===== src/rtl/z80_busrq_arbiter_pkg.sv =====
// Shared types and helpers for the Z80 bus-request arbiter and its relatives.
package z80_bus_pkg;

  localparam int MAX_CH = 16;  // widest channel vector the round-robin helper handles
  localparam int IDX_W  = 4;   // index width for MAX_CH channels

  typedef enum logic [1:0] {
    IDLE,
    REQ,
    GRANT,
    REL
  } arb_state_e;

  typedef struct packed {
    logic              valid;
    logic [IDX_W-1:0]  idx;
    logic [MAX_CH-1:0] onehot;
  } rr_pick_t;

  // First set request at or above ptr, wrapping to channel 0; only the low nch bits count.
  function automatic rr_pick_t rr_pick(input logic [MAX_CH-1:0] req,
                                       input logic [IDX_W-1:0]  ptr,
                                       input int                nch);
    rr_pick_t r;
    int       j;
    r = '0;
    for (int i = 0; i < MAX_CH; i++) begin
      if (i < nch) begin
        j = int'(ptr) + i;
        if (j >= nch) j = j - nch;
        if (!r.valid && req[j[IDX_W-1:0]]) begin
          r.valid                  = 1'b1;
          r.idx                    = j[IDX_W-1:0];
          r.onehot[j[IDX_W-1:0]]   = 1'b1;
        end
      end
    end
    return r;
  endfunction

endpackage


===== src/rtl/z80_busrq_arbiter_if.sv =====
// Bus-request handshake bundle: channel requests/grants plus the CPU nBUSRQ/nBUSACK pair.
interface z80_busrq_arbiter_if #(
  parameter int NCH = 4,
  parameter int CW  = 16
);
  logic [NCH-1:0] req;
  logic [NCH-1:0] grant;
  logic           nBUSRQ;
  logic           nBUSACK;
  logic           bus_owned;
  logic           timeout;
  logic [CW-1:0]  hold_cnt;

  // Arbiter side: drives the CPU request and the channel grants.
  modport master (
    input  req, nBUSACK,
    output grant, nBUSRQ, bus_owned, timeout, hold_cnt
  );

  // Requester/CPU side.
  modport slave (
    output req, nBUSACK,
    input  grant, nBUSRQ, bus_owned, timeout, hold_cnt
  );
endinterface


===== src/rtl/z80_sync_n.sv =====
// Flop chain for active-low asynchronous CPU pins (nBUSACK, nWAIT, nINT); resets to inactive.
module z80_sync_n #(
  parameter int STAGES = 2
) (
  input  logic CLK,
  input  logic RESET,
  input  logic din,
  output logic dout
);

  generate
    if (STAGES == 0) begin : g_bypass
      assign dout = din;
    end else begin : g_chain
      logic [STAGES-1:0] ff;

      // Shift the pin through STAGES flops; reset to 1 so the pin reads as deasserted.
      always_ff @(posedge CLK or posedge RESET) begin
        if (RESET) begin
          ff <= '1;
        end else begin
          ff[0] <= din;
          for (int i = 1; i < STAGES; i++) ff[i] <= ff[i-1];
        end
      end

      assign dout = ff[STAGES-1];
    end
  endgenerate

endmodule


===== src/rtl/z80_busrq_arbiter.sv =====
// Round-robin arbiter that requests the Z80 bus via nBUSRQ and hands it to one channel at a time.
module z80_busrq_arbiter
  import z80_bus_pkg::*;
#(
  parameter int NCH         = 4,
  parameter int SYNC_STAGES = 2,
  parameter int MAX_HOLD    = 0,
  parameter int CW          = 16
) (
  input  logic                CLK,
  input  logic                RESET,
  z80_busrq_arbiter_if.master bus
);

  localparam int PW = (NCH > 1) ? $clog2(NCH) : 1;
  localparam logic [CW-1:0] HOLD_LAST = CW'(MAX_HOLD - 1);

  arb_state_e     state, stateNext;
  logic [PW-1:0]  winner, winnerNext;
  logic [PW-1:0]  rrPtr, rrPtrNext;
  logic [NCH-1:0] grantNext;
  logic           nBusrqNext;
  logic           timeoutNext;
  logic [CW-1:0]  holdCntNext;
  logic           ackSyncN;
  logic           ackS;
  logic           holdExpired;
  rr_pick_t       pick;
  logic           unusedPick;

  z80_sync_n #(.STAGES(SYNC_STAGES)) u_ack_sync (
    .CLK   (CLK),
    .RESET (RESET),
    .din   (bus.nBUSACK),
    .dout  (ackSyncN)
  );

  assign ackS        = ~ackSyncN;
  assign pick        = rr_pick(MAX_CH'(bus.req), IDX_W'(rrPtr), NCH);
  assign unusedPick  = ^pick.onehot;
  assign holdExpired = (MAX_HOLD != 0) && (bus.hold_cnt == HOLD_LAST);

  // Next-state, grant and registered-output decode for the four-state handshake.
  // NOTE: every signal written here gets a default first, so no path can infer a latch.
  always_comb begin
    stateNext   = state;
    winnerNext  = winner;
    rrPtrNext   = rrPtr;
    grantNext   = '0;
    nBusrqNext  = 1'b1;
    timeoutNext = 1'b0;
    holdCntNext = '0;
    unique case (state)
      IDLE: begin
        if (pick.valid) begin
          stateNext  = REQ;
          winnerNext = PW'(pick.idx);
        end
      end
      REQ: begin
        if (!bus.req[winner]) begin
          stateNext = REL;  // requester gave up before the CPU let go: no grant
        end else begin
          nBusrqNext = 1'b0;
          if (ackS) begin
            stateNext = GRANT;
            grantNext = NCH'(1) << winner;
          end
        end
      end
      GRANT: begin
        if (!bus.req[winner] || holdExpired) begin
          stateNext   = REL;
          rrPtrNext   = (int'(winner) == NCH - 1) ? '0 : winner + 1'b1;
          timeoutNext = bus.req[winner];
        end else begin
          nBusrqNext  = 1'b0;
          grantNext   = bus.grant;
          holdCntNext = (bus.hold_cnt == '1) ? bus.hold_cnt : bus.hold_cnt + 1'b1;
        end
      end
      REL: begin
        // Wait for the CPU to retake the bus so it always gets a cycle between masters.
        if (!ackS) stateNext = IDLE;
      end
      default: stateNext = IDLE;
    endcase
  end

  // State, round-robin pointer and all outputs are registered.
  // NOTE: sequential state uses non-blocking assignments so every flop sees pre-edge values.
  always_ff @(posedge CLK or posedge RESET) begin
    if (RESET) begin
      state         <= IDLE;
      winner        <= '0;
      rrPtr         <= '0;
      bus.grant     <= '0;
      bus.nBUSRQ    <= 1'b1;
      bus.bus_owned <= 1'b0;
      bus.timeout   <= 1'b0;
      bus.hold_cnt  <= '0;
    end else begin
      state         <= stateNext;
      winner        <= winnerNext;
      rrPtr         <= rrPtrNext;
      bus.grant     <= grantNext;
      bus.nBUSRQ    <= nBusrqNext;
      bus.bus_owned <= |grantNext;
      bus.timeout   <= timeoutNext;
      bus.hold_cnt  <= holdCntNext;
    end
  end

endmodule


===== src/flat_wrapper.sv =====
// flat-port wrapper written by rule: the top's interface ports become plain ports
module z80_busrq_arbiter_flat import z80_bus_pkg::*;
#(
  parameter int NCH         = 4,
  parameter int SYNC_STAGES = 2,
  parameter int MAX_HOLD    = 0,
  parameter int CW          = 16
)
  (CLK, RESET, bus_req, bus_nBUSACK, bus_grant, bus_nBUSRQ, bus_bus_owned, bus_timeout, bus_hold_cnt);
  z80_busrq_arbiter_if #(.NCH(NCH), .CW(CW)) bus_i ();
  input  logic CLK;
  input  logic RESET;
  input wire logic [$bits(bus_i.req)-1:0] bus_req;
  input wire logic [$bits(bus_i.nBUSACK)-1:0] bus_nBUSACK;
  output wire logic [$bits(bus_i.grant)-1:0] bus_grant;
  output wire logic [$bits(bus_i.nBUSRQ)-1:0] bus_nBUSRQ;
  output wire logic [$bits(bus_i.bus_owned)-1:0] bus_bus_owned;
  output wire logic [$bits(bus_i.timeout)-1:0] bus_timeout;
  output wire logic [$bits(bus_i.hold_cnt)-1:0] bus_hold_cnt;
  assign bus_i.req = bus_req;
  assign bus_i.nBUSACK = bus_nBUSACK;
  assign bus_grant = bus_i.grant;
  assign bus_nBUSRQ = bus_i.nBUSRQ;
  assign bus_bus_owned = bus_i.bus_owned;
  assign bus_timeout = bus_i.timeout;
  assign bus_hold_cnt = bus_i.hold_cnt;
  z80_busrq_arbiter #(.NCH(NCH), .SYNC_STAGES(SYNC_STAGES), .MAX_HOLD(MAX_HOLD), .CW(CW)) u_core (.CLK(CLK), .RESET(RESET), .bus(bus_i));
endmodule

===== config.mk =====
export PLATFORM = sky130hd
export DESIGN_NAME = z80_busrq_arbiter_flat
export DESIGN_NICKNAME = d
export VERILOG_FILES = /design/src/rtl/z80_busrq_arbiter_pkg.sv /design/src/rtl/z80_busrq_arbiter_if.sv /design/src/rtl/z80_sync_n.sv /design/src/rtl/z80_busrq_arbiter.sv /design/src/flat_wrapper.sv
export SDC_FILE = /design/constraint.sdc
export NUM_CORES = 1
export LEC_CHECK = 0
export BUFFER_PORTS_ARGS = -buffer_cell sky130_fd_sc_hd__clkbuf_2
export CORE_ASPECT_RATIO = 0.9
export CORE_UTILIZATION = 40
export DETAILED_ROUTE_END_ITERATION = 10
export HOLD_SLACK_MARGIN = 0.02
export PLACE_DENSITY = 0.63
export SETUP_SLACK_MARGIN = 0.1
export SYNTH_ARGS = -nofsm -noshare
export SYNTH_HDL_FRONTEND = slang
export SYNTH_SLANG_ARGS = --single-unit
export TNS_END_PERCENT = 20

===== constraint.sdc =====
create_clock -name CLK -period 3.2 [get_ports CLK]
set_input_delay 0.64 -clock CLK [delete_from_list [all_inputs] [get_ports CLK]]
set_output_delay 0.64 -clock CLK [all_outputs]
set_load 0.05 [all_outputs]

* Yosys cells after proc, flatten, opt, wreduce, memory -nomap -nowiden
Cells that the tools add are included.
** Cells by class
- Add/subtract/negate cells :: 9
- Magnitude comparators :: 13
- Equal/unequal tests :: 10
- Shift operators :: 1
- Mux-type cells :: 42
- Bitwise logic cells :: 4
- Reductions and logical operators :: 16
** Operators by type and width (number)
- $ge 32x4->1 const B :: 3
- $mux 21 :: 4
- $mux 16 :: 3
- $or 16x16->16 :: 3
- $mux 4 :: 7
- $lt 4x5->1 const B :: 4
- $add 16x1->16 const B :: 1
- $bmux 1 s4 :: 4
- $demux 1 s4 :: 4
- $eq 16x16->1 const B :: 1
- $ge 4x1->1 const B :: 4
- $mux 2 :: 6
- $sub 4x4->4 const B :: 3
- $mux 1 :: 11
- $pmux 2 s4 :: 1
- $pmux 4 s2 :: 1
- $logic_and 1x1->1 :: 7
- $add 2x2->3 const B :: 2
- $ne 3x3->1 const B :: 2
- $eq 2x1->1 const B :: 2
- $eq 2x2->1 const B :: 2
- $ne 2x2->1 const B :: 2
- $reduce_and 2->1 :: 2
- $reduce_and 4->1 :: 1
- 13 further kinds :: 15
** Storage, ports and cells
- Register bits after elaboration :: 30
- Bits of input ports :: 7
- Output and inout port bits :: 23
- Word-level logic and storage cells :: 103

* Longest topological paths before layout
Gate-level depths: netlist of run 1.
- Depth after elaboration :: 18
- Gate-level depth with buffers :: 9
- Mapped depth without buffers :: 8

* Cells and area by module
From an unflattened synthesis of run 1, not the netlist that was laid out.
** Second synthesis, totals
- Cells, all modules :: 176
- Area, all modules :: 1785.5 µm²
** By module, submodules not included
- z80_busrq_arbiter :: instances 1, cells an instance 173, area each 1729.2 µm², seq. area each 701.9 µm²
- z80_sync_n :: instances 1, cells an instance 3, area each 56.3 µm², seq. area each 52.6 µm²

* Least setup slack after synthesis of run 1
No wires, ideal clock.
- Path type :: reg-to-reg
- Start :: register u_core.bus.hold_cnt[0]
- End :: register u_core.bus.hold_cnt[5]
- Library setup time :: 132 ps
- Arrival time :: 2085 ps
- Required time :: 3068 ps
- Path slack :: 984 ps
- Cell stages (with the launch flop) :: 8
- Buffers on the path :: 0
- Path through :: dfrtp_1 ha_1 nand2_1 nor4_1 nand2_1 nand4_1 xor2_1 nor2_1
** On the way
- Longest elaborated chain between the ends :: 4
- Elaborated cells between the ends (all ways) :: 6
- Those cells by class :: add/sub (1); eq/ne (2); mux (3)
** RTL lines
- start, declared :: line z80_busrq_arbiter_if.sv:17 : output grant, nBUSRQ, bus_owned, timeout, hold_cnt
- start signal, assigned :: line z80_busrq_arbiter.sv:110 : bus.hold_cnt <= holdCntNext;
- $add 16x1->16 :: line z80_busrq_arbiter.sv:79 : holdCntNext = (bus.hold_cnt == '1) ? bus.hold_cnt : bus.hold_cnt + 1'b1;
- $mux 16 :: line z80_busrq_arbiter.sv:79
- $mux 16 :: line z80_busrq_arbiter.sv:72 : if (!bus.req[winner] || holdExpired) begin
- $mux 16 :: line z80_busrq_arbiter.sv:53 : unique case (state)
Several ways; a longest one is shown, not always the timed one. The select of a mux whose other input is x is not followed.
A chain may end at the register's enable or synchronous reset.

* Worst setup path after layout of run 1
- Start :: register u_core.rrPtr[0]
- End :: register u_core.state[1]
** On the way
- Longest elaborated chain between the ends :: 16
- Elaborated cells between the ends (all ways) :: 35
- Those cells by class :: add/sub (7); order compare (4); eq/ne (1); mux (16); reduce/logical (7)
** RTL lines
- start, declared :: line z80_busrq_arbiter.sv:20 : logic [PW-1:0] rrPtr, rrPtrNext;
- start signal, assigned :: line z80_busrq_arbiter.sv:105 : rrPtr <= rrPtrNext;
- parallel branches: the longest is 13 deep, another holds $ge 32x4->1
- $mux 21 * :: line z80_busrq_arbiter_pkg.sv:31 : if (!r.valid && req[j[IDX_W-1:0]]) begin
- $ne 2x1->1 (no source line) *
- $reduce_and 4->1 (no source line) *
- end signal, assigned :: line z80_busrq_arbiter.sv:103 : state <= stateNext;
- end, declared :: line z80_busrq_arbiter.sv:18 : arb_state_e state, stateNext;
Every way passes the cells marked *. The select of a mux whose other input is x is not followed.

==> results of run 1 <==
[power by group through the flow]
| stage | Clock, mW | Sequential (mW) | Combinational, mW |
|---|---|---|---|
| 3_5_place_dp | 0 | 0.539 | 0.673 |
| 6_report | 0.305 | 0.533 | 0.668 |
| 2_1_floorplan | 0 | 0.564 | 0.508 |
| 3_3_place_gp | 0 | 0.539 | 0.669 |
| 5_1_grt | 0.336 | 0.546 | 0.750 |
| 4_1_cts | 0.319 | 0.533 | 0.672 |
[flip-flops by register name, summed over array words and instances, names as in the netlist]
register and flops:
u_core.state 2, u_core.bus.hold_cnt 16, u_core.rrPtr 2, u_core.bus.bus_owned 1, u_core.u_ack_sync.g_chain.ff 2, u_core.bus.nBUSRQ 1
u_core.bus.grant 4, u_core.winner 2
[how the worst max path moves through the flow]
| stage | start | to | slack (ns) | cells past startpoint |
|---|---|---|---|---|
| 2_1_floorplan | u_core.bus.hold_cnt[0]$_DFFE_PP0P_ | u_core.bus.hold_cnt[5]$_DFFE_PP0P_ | 0.98 | 7 |
| 4_1_cts | u_core.rrPtr[0]$_DFFE_PP0P_ | u_core.state[1]$_DFFE_PP0P_ | 0.72 | 8 |
| 6_report | u_core.rrPtr[0]$_DFFE_PP0P_ | u_core.state[1]$_DFFE_PP0P_ | 0.73 | 8 |
| 3_3_place_gp | u_core.rrPtr[0]$_DFFE_PP0P_ | u_core.state[1]$_DFFE_PP0P_ | 0.81 | 8 |
| 5_1_grt | u_core.rrPtr[0]$_DFFE_PP0P_ | u_core.state[1]$_DFFE_PP0P_ | 0.52 | 8 |
| 3_5_place_dp | u_core.rrPtr[0]$_DFFE_PP0P_ | u_core.state[1]$_DFFE_PP0P_ | 0.73 | 8 |
[per-stage QoR]
step / worst slack, ns / instance area [um2] / utilization
final: 0.730 / 2070 / 0.498
after floorplan: 0.984 / 1780 / -
after global placement: 0.815 / 1980 / 0.476
after global routing: 0.519 / 2070 / 0.498
after CTS: 0.721 / 2070 / 0.498
after detailed placement: 0.727 / 1980 / 0.476
[cell families after synthesis]
kind of cell,synth area share
flops,0.425
compound gates,0.130
buf+inv,0.0423
simple gates,0.210
mux,0.0543
fa+ha+maj,0.0916
other cells,0.00211
xor+xnor,0.0444
[per-layer routing]
metal	up-vias	GRT usage	part of all wire
li1	722	-	-
met1	667	0.232	0.53
met2	41	0.237	0.41
met3	2	0.0414	0.054
met4	0	0.0368	0.0023
met5	-	0	0
[cell type report]
class,count,area (um2)
clock buffer,8,90.1
fill,385,2090
inverter,13,48.8
multi-input combinational,136,946
sequential,30,754
tap,60,75.1
timing repair buffer,30,155
[cell usage in the layout, fill, tap and decap left out, types with 6 or more instances in the layout]
cell	n
sky130_fd_sc_hd__clkbuf_8	6
sky130_fd_sc_hd__dfrtp_1	27
sky130_fd_sc_hd__nand2_1	14
sky130_fd_sc_hd__a21oi_1	7
sky130_fd_sc_hd__inv_1	13
sky130_fd_sc_hd__o21ai_0	9
sky130_fd_sc_hd__nand3_1	12
sky130_fd_sc_hd__nor2_1	23
sky130_fd_sc_hd__ha_1	13
sky130_fd_sc_hd__clkbuf_2	28
==> results.ini, run 1 <==
[timing]
finalWorstPathRequiredPeriod_ns = 2.47
timing.final.max_slew_violations = 0
finalSetupTns_ns = 0
timing.hold.ws_ns = 0.355
worst_slew_margin_rel = 0.552
rsz_0062_raised_after_global_routing = false
finalCritPeriodShare = 0.772
worst_pin_slew_ns = 0.667
setup-violations-final = 0
clock.fmax_mhz = 405
worst_clock_skew_ns = 0.0105
hold_violations = 0

[pwr]
sw_frac_of_total = 0.410
p_int_uw = 888
power.static_leakage_nw = 0.942
power_density_nw_per_um2 = 728
seq_power_share = 0.354
power_frac_clock = 0.203
share_comb_of_total_power = 0.443
power.switching_uw = 618
post-layout-total-power_mw = 1.51
vdd_ir_drop_max_v = 0.000264

[placement]
port_buffers = 28
globalplace.congestion = 0.934
dp_cells = 269
dp_hpwl_um = 2540

[die]
die_height_um = 65.2
placeableCoreArea_um2 = 4160
rows = 22
initial_core_util = 0.427
floorplan.die.width_um = 72.2
die_area_um2 = 4710
design.portCount = 30

[hold_path]
worst_hold_path.num_cells = 0
min_to = u_core.u_ack_sync.g_chain.ff[1]$_DFF_PP1_
hold_path_startpoint = u_core.u_ack_sync.g_chain.ff[0]$_DFF_PP1_
type_of_the_worst_min_delay_path = flip-flop to flip-flop

[synthesis]
synth_nets = 204
synth-edff-count = 0
seq_total_area_yosys = 0.425
async_flop_share = 1.00
yosys.cell_count.top_type = sky130_fd_sc_hd__dfrtp_1
post_synth_num_cell_types = 42
synth.largest_area_cell = sky130_fd_sc_hd__dfrtp_1
yosys_most_used_dff = sky130_fd_sc_hd__dfrtp_1
synth_cells = 184
netlist_top_cells_area = sky130_fd_sc_hd__dfrtp_1 (38%), sky130_fd_sc_hd__ha_1 (9.2%), sky130_fd_sc_hd__nor2_1 (4.9%), sky130_fd_sc_hd__dfstp_2 (4.4%), sky130_fd_sc_hd__nand3_1 (3.4%)
yosysTopAreaCellShare = 0.381
ys_top_cells_by_count = sky130_fd_sc_hd__dfrtp_1 (27), sky130_fd_sc_hd__nor2_1 (23), sky130_fd_sc_hd__nand2_1 (14), sky130_fd_sc_hd__ha_1 (13), sky130_fd_sc_hd__inv_1 (13)
synth.yosys.warnings = 0
syn-mean-instance-area_um2 = 9.65
ys_ff_latch = 30
mappedNetlistArea_um2 = 1780

[cts]
cts_tree = done
clock-root-buffer = sky130_fd_sc_hd__clkbuf_8
insertion_delay_ns = 0.27
cts_max_level = 2
clk_pin_slew_worst_paths_ns = 0.07
clock_path_buffers = 2
clock-sinks = 30
hold_buffers = 0
numCtsBuffers = 5
post_cts_buffers = 0
postCtsResizedCells = 0

[setup_path]
worst-r2r-cell-count = 8
largest_stage_delay_on_the_critical_path_ns = 0.65
cp_top_family = flip-flops
cp_data_arrival_time_ns = 2.63
rrSetupSlack_ns = 0.73
timing.rr.start = u_core.rrPtr[0]$_DFFE_PP0P_
critPathLaunchType = flip-flop
crit_required_ns = 3.36
worstReg2RegEnd = u_core.state[1]$_DFFE_PP0P_
cp_common_cell = sky130_fd_sc_hd__inv_1
critPathCaptureType = flip-flop
worst_path_max_delay_cell = sky130_fd_sc_hd__dfrtp_1
cp_cell_sequence = inv_1 -> ha_1 -> inv_1 -> nor3b_1 -> or2_4 -> nor4_4 -> a221oi_2 -> mux2_4
crit_type = flip-flop to flip-flop
largest_fanout_of_any_net_on_the_critical_path = 14
cp_num_buf_inv = 2

[drt]
post_drt_wl_per_cell_um = 12.4
via_count = 1432
vias_per_cell = 5.17
count_of_tritonroute_iterations_in_the_first_routing_pass = 5
first_iter_violations = 115
drt_wl_total_um = 3420
final_antenna_net_count = 0
drcViolationCount = 0

[flow_run]
timing.max_cap.violations = 0

[global_route]
grt_max_degree = 31
grt_antenna_before_repair = 0
via_count_of_the_first_global_routing_pass = 1271
grt_remaining_overflow = 0
grt_util_all_layers = 0.160
grt_pass1_wl_um = 5870

[run_status]
status = completed

[layout]
antennaDiodeCount = 0
area_delta_synth_final_pct = 16.6
drive_gt1_frac = 0.217
layout_cells_excl_fill = 277
nNetsFinal = 236

Note: power is estimated with default switching activity, not from simulation.
==> run 2, diff against run 1 <==
Settings changed: ABC_AREA set to 1, PLACE_DENSITY 0.63 to 0.65.
Clock period 3.2 ns to 2.1 ns, I/O delays scaled along.
==> results.ini, run 2 <==
[timing]
clock.fmax_mhz = 549
worst_clock_skew_ns = 0.00727
hold_violations = 0
finalCritPeriodShare = 0.868
finalWorstPathRequiredPeriod_ns = 1.82
timing.final.max_slew_violations = 0
finalSetupTns_ns = 0
final_critical_path_setup_slack_ns = 0.277
rsz_0062_raised_after_global_routing = false
setup-violations-final = 0
timing.hold.ws_ns = 0.181

[cts]
clock-sinks = 30
clock_path_buffers = 2
numCtsBuffers = 5
cts_max_level = 2
insertion_delay_ns = 0.29
post_cts_buffers = 0
clock-root-buffer = sky130_fd_sc_hd__clkbuf_8
cts_tree = done
clk_pin_slew_worst_paths_ns = 0.07

[synthesis]
seq_total_area_yosys = 0.388
yosys.cell_count.top_type = sky130_fd_sc_hd__nand2_1
post_synth_num_cell_types = 34
yosys_most_used_dff = sky130_fd_sc_hd__dfrtp_1
synth-edff-count = 0
syn-mean-instance-area_um2 = 7.72
ys_top_cells_by_count = sky130_fd_sc_hd__nand2_1 (55), sky130_fd_sc_hd__inv_1 (40), sky130_fd_sc_hd__dfrtp_1 (27), sky130_fd_sc_hd__nor2_1 (21), sky130_fd_sc_hd__nand3_1 (20)
netlist_top_cells_area = sky130_fd_sc_hd__dfrtp_1 (35%), sky130_fd_sc_hd__nand2_1 (11%), sky130_fd_sc_hd__ha_1 (8.4%), sky130_fd_sc_hd__inv_1 (7.7%), sky130_fd_sc_hd__nand3_1 (5.1%)
ys_ff_latch = 30
mappedNetlistArea_um2 = 1950
yosysTopAreaCellShare = 0.347
synth.largest_area_cell = sky130_fd_sc_hd__dfrtp_1
synth.yosys.warnings = 0
synth_cells = 252
async_flop_share = 1.00
synth_nets = 272

[die]
floorplan.die.width_um = 75.5
die_height_um = 68.2
placeableCoreArea_um2 = 4550
design.portCount = 30
die_area_um2 = 5150
initial_core_util = 0.428
rows = 23

[run_status]
status = completed

[pwr]
power_density_nw_per_um2 = 1100
p_int_mw = 1.32
vdd_ir_drop_max_v = 0.000651
power.static_leakage_nw = 1.17
power.switching_mw = 1.16
share_comb_of_total_power = 0.482
sw_frac_of_total = 0.469
seq_power_share = 0.321
post-layout-total-power_mw = 2.48
power_frac_clock = 0.196

[layout]
most_frequent_standard_cell_in_the_layout_excluding_fill_and_tap_cells = sky130_fd_sc_hd__nand2_1
reg_with_most_ffs = u_core.bus.hold_cnt
area_delta_synth_final_pct = 16.1
largest_reg_flops = 16
nNetsFinal = 307
layout_common_cells = sky130_fd_sc_hd__nand2_1 (55), sky130_fd_sc_hd__inv_1 (40), sky130_fd_sc_hd__clkbuf_2 (28)
biggestRegsByFlops = u_core.bus.hold_cnt x16, u_core.bus.grant x4
drive_gt1_frac = 0.247
antennaDiodeCount = 0

[setup_path]
critPathLaunchType = flip-flop
crit_required_ns = 2.25
critPathCaptureType = flip-flop
cp_data_arrival_time_ns = 1.98
worst_path_max_delay_cell = sky130_fd_sc_hd__dfrtp_1
crit_type = flip-flop to flip-flop
largest_stage_delay_on_the_critical_path_ns = 0.43
cp_common_cell = sky130_fd_sc_hd__nand2_2
cp_cell_sequence = ha_1 -> nand2_1 -> nor2_2 -> nand2_2 -> nor2_4 -> nand3_4 -> nand2_2 -> nor3_1 -> a21oi_1
largest_fanout_of_any_net_on_the_critical_path = 9

[drt]
final_antenna_net_count = 0
count_of_tritonroute_iterations_in_the_first_routing_pass = 4
vias_per_cell = 4.75
drcViolationCount = 0
first_iter_violations = 111
via_count = 1664
drt_wl_total_um = 3970
post_drt_wl_per_cell_um = 11.3

[global_route]
grt_antenna_before_repair = 0
via_count_of_the_first_global_routing_pass = 1516
grt_util_all_layers = 0.177
grt_max_degree = 31
grt_pass1_wl_um = 6790
grt_remaining_overflow = 0

[hold_path]
type_of_the_worst_min_delay_path = input pin to asynchronous set/reset pin

[placement]
preCtsSetupSlack_ns = 0.229
dp_hpwl_um = 3020
globalplace.congestion = 0.837
port_buffers = 28

[flow_run]
timing.max_cap.violations = 0

==> run 2: area by class of cell <==
class | instances | area, um2
fillers | 459 | 2290
multi-input cells | 175 | 1010
flip-flops and latches | 30 | 756
inverters | 46 | 178
repair buffers | 29 | 148
clock buffers | 6 | 82.6
well taps | 62 | 77.6
clock inverters | 2 | 12.5
==> run 2: layer usage <==
metal | vias to the layer above | routed length [um] | global-route usage
met2 | 26 | 1750 | 0.273
met4 | 0 | 69 | 0.0625
met1 | 763 | 2000 | 0.240
met3 | 7 | 147 | 0.0427
li1 | 868 | - | -
met5 | - | 0 | 0
==> run 2: stage by stage <==
| stage | cells | instance area, um2 | util |
|---|---|---|---|
| 2_1_floorplan | 252 | 1950 | - |
| 3_3_place_gp | 342 | 2160 | 0.476 |
| 3_5_place_dp | 342 | 2160 | 0.476 |
| 4_1_cts | 350 | 2260 | 0.497 |
| 5_1_grt | 350 | 2260 | 0.497 |
| 6_report | 350 | 2260 | 0.497 |
==> run 2: power by group through the flow <==
| stage | registers, mW | logic, mW | clock network [mW] |
|---|---|---|---|
| final | 0.798 | 1.20 | 0.488 |
| after global routing | 0.813 | 1.37 | 0.530 |
| after CTS | 0.795 | 1.21 | 0.511 |
| after detailed placement | 0.803 | 1.20 | 0 |
| after global placement | 0.800 | 1.18 | 0 |
| after floorplan | 0.874 | 0.877 | 0 |
==> run 2: kinds of logic after synthesis <==
| group | Yosys count | synth area share |
|---|---|---|
| simple gates | 129 | 0.332 |
| buf+inv | 47 | 0.0952 |
| compound gates | 31 | 0.0952 |
| flops | 30 | 0.388 |
| fa+ha+maj | 13 | 0.0836 |
| xor+xnor | 1 | 0.00450 |
| other cells | 1 | 0.00193 |
==> run 2: worst max-delay path, delay by kind of cell, from the launching register on <==
kind / cells / cell delay, ns
simple gates: 7 / 0.91
compound gates: 1 / 0.12
flops: 1 / 0.43
fa+ha+maj: 1 / 0.23
==> run 2: path summary, 6_finish.rpt <==
check,cells after the start,endpoint,slack (ns),from
setup / recovery,9,u_core.bus.hold_cnt[11]$_DFFE_PP0P_,0.28,u_core.bus.hold_cnt[0]$_DFFE_PP0P_
hold / removal,3,u_core.bus.hold_cnt[9]$_DFFE_PP0P_,0.18,RESET
setup reg to reg,9,u_core.bus.hold_cnt[11]$_DFFE_PP0P_,0.28,u_core.bus.hold_cnt[0]$_DFFE_PP0P_
hold reg to reg,0,u_core.u_ack_sync.g_chain.ff[1]$_DFF_PP1_,0.36,u_core.u_ack_sync.g_chain.ff[0]$_DFF_PP1_
max in group asynchronous,3,u_core.u_ack_sync.g_chain.ff[1]$_DFF_PP1_,1.60,RESET
min in group CLK,1,u_core.u_ack_sync.g_chain.ff[0]$_DFF_PP1_,0.21,bus_nBUSACK
==> run 2: timing repair <==
action / in CTS / in global routing
resized for setup: 0 / 1
endpoints found under the hold margin: 0 / 0
hold buffers: 0 / 0
setup endpoints to repair: 0 / 4
==> run 3, diff against run 2 <==
Settings changed: CORE_UTILIZATION 40 to 45, PLACE_DENSITY 0.65 to 0.71, REMOVE_ABC_BUFFERS set to 1.
==> results.ini, run 3 (synthesis gave the netlist of run 2 again) <==
[run_status]
status = complete, but fails checks
violated_checks = DRC

[die]
initial_core_util = 0.474
rows = 22
design.portCount = 30
die_area_um2 = 4590
placeableCoreArea_um2 = 4100
die_height_um = 64.4
floorplan.die.width_um = 71.3

[drt]
drcViolationCount = 2
vias_per_cell = 4.93
drt_wl_total_um = 3830
via_count = 1655
count_of_tritonroute_iterations_in_the_first_routing_pass = 7
final_antenna_net_count = 0
post_drt_wl_per_cell_um = 11.4
first_iter_violations = 62

[setup_path]
cp_data_arrival_time_ns = 2.00
rrSetupSlack_ns = 0.32
crit_type = flip-flop to flip-flop
critPathCaptureType = flip-flop
critPathLaunchType = flip-flop
worst-r2r-cell-count = 11
largest_fanout_of_any_net_on_the_critical_path = 6
timing.rr.start = u_core.rrPtr[1]$_DFFE_PP0P_
worstReg2RegEnd = u_core.state[0]$_DFFE_PP0P_
crit_required_ns = 2.32

[layout]
nNetsFinal = 307
final_util = 0.546
most_frequent_standard_cell_in_the_layout_excluding_fill_and_tap_cells = sky130_fd_sc_hd__nand2_1
area_delta_synth_final_pct = 15.0
antennaDiodeCount = 0
layout_cells_excl_fill = 336
reg_with_most_ffs = u_core.bus.hold_cnt
layout_common_cells = sky130_fd_sc_hd__nand2_1 (55), sky130_fd_sc_hd__inv_1 (40), sky130_fd_sc_hd__clkbuf_2 (28)
drive_gt1_frac = 0.243
biggestRegsByFlops = u_core.bus.hold_cnt x16, u_core.bus.grant x4
largest_reg_flops = 16

[pwr]
p_int_mw = 1.32
seq_power_share = 0.322
power_density_nw_per_um2 = 1100
vdd_ir_drop_max_v = 0.000645
power.switching_mw = 1.14
sw_frac_of_total = 0.463
share_comb_of_total_power = 0.485
power_frac_clock = 0.193
power.static_leakage_nw = 1.17

[cts]
numCtsBuffers = 5
clock-sinks = 30
cts_max_level = 2
insertion_delay_ns = 0.28
clk_pin_slew_worst_paths_ns = 0.06
hold_buffers = 0
clock_path_buffers = 2
cts_tree = done
clock-root-buffer = sky130_fd_sc_hd__clkbuf_8

[timing]
worst_clock_skew_ns = 0.00570
setup-violations-final = 0
hold_violations = 0
finalCritPeriodShare = 0.846
finalSetupTns_ns = 0
timing.final.max_slew_violations = 0
clock.fmax_mhz = 563
finalWorstPathRequiredPeriod_ns = 1.78
rsz_0062_raised_after_global_routing = false

[global_route]
via_count_of_the_first_global_routing_pass = 1513
grt_pass1_wl_um = 6870
grt_max_degree = 31
grt_util_all_layers = 0.193
grt_remaining_overflow = 0
grt_antenna_before_repair = 0

[hold_path]
type_of_the_worst_min_delay_path = input pin to asynchronous set/reset pin

[placement]
port_buffers = 28
dp_hpwl_um = 2940
globalplace.congestion = 0.886
dp_cells = 328

[flow_run]
timing.max_cap.violations = 0

==> run 3: repair_timing <==
action / CTS / global route
setup endpoints to repair: 0 / 3
resized for setup: 0 / 1
buffers inserted: 0 / 0
==> run 3: final cells by class <==
class / count / area, um2
fillers: 392 / 1860
flip-flops and latches: 30 / 756
well taps: 48 / 60.1
inverters: 46 / 178
clock buffers: 7 / 86.3
repair buffers: 29 / 148
clock inverters: 1 / 5.00
multi-input cells: 175 / 1010
==> run 3: how the worst max path moves through the flow <==
stage / slack (ns) / startpoint / endpoint
after floorplan: 0.20 / u_core.bus.hold_cnt[0]$_DFFE_PP0P_ / u_core.bus.hold_cnt[2]$_DFFE_PP0P_
after global placement: 0.30 / u_core.rrPtr[0]$_DFFE_PP0P_ / u_core.winner[0]$_DFFE_PP0P_
after detailed placement: 0.25 / u_core.rrPtr[0]$_DFFE_PP0P_ / u_core.state[0]$_DFFE_PP0P_
after CTS: 0.24 / u_core.rrPtr[0]$_DFFE_PP0P_ / u_core.state[0]$_DFFE_PP0P_
after global routing: 0.14 / u_core.rrPtr[1]$_DFFE_PP0P_ / u_core.winner[1]$_DFFE_PP0P_
final: 0.32 / u_core.rrPtr[1]$_DFFE_PP0P_ / u_core.state[0]$_DFFE_PP0P_
==> run 3: power by group through the flow <==
stage	Sequential, mW	Clock (mW)	Combinational (mW)
global placement	0.797	0	1.18
global route	0.814	0.521	1.35
finish	0.792	0.476	1.19
CTS	0.791	0.490	1.20
floorplan	0.874	0	0.875
detailed placement	0.801	0	1.19
==> run 3: metal layers <==
layer	wire length, um	GRT usage	part of all wire	up-vias
met5	0	0	0	-
met4	40	0.0600	0.010	0
met3	162	0.0521	0.042	5
met2	1710	0.299	0.45	37
met1	1920	0.264	0.50	741
li1	-	-	-	872
==> run 3: per-stage QoR <==
step                      worst slack, ns  instance area (um2)  power [mW]  hold slack, ns
after floorplan                     0.202                 1940        1.75           0.345
after global placement              0.296                 2150        1.97           0.346
after detailed placement            0.251                 2150        1.99           0.347
after CTS                           0.237                 2240        2.48           0.190
after global routing                0.145                 2240        2.69           0.209
final                               0.322                 2240        2.46           0.176
==> run 3: worst max-delay path, cell delays in order, from the launching register on <==
cell and delay (ns):
sky130_fd_sc_hd__dfrtp_1 0.42, sky130_fd_sc_hd__inv_1 0.18, sky130_fd_sc_hd__ha_1 0.31, sky130_fd_sc_hd__inv_1 0.11, sky130_fd_sc_hd__nand3_2 0.09, sky130_fd_sc_hd__nand3_2 0.09, sky130_fd_sc_hd__nand3_2 0.12, sky130_fd_sc_hd__nor2_4 0.12
sky130_fd_sc_hd__nand2_2 0.07, sky130_fd_sc_hd__nand2_1 0.08, sky130_fd_sc_hd__nand2_1 0.05, sky130_fd_sc_hd__nand2_1 0.05
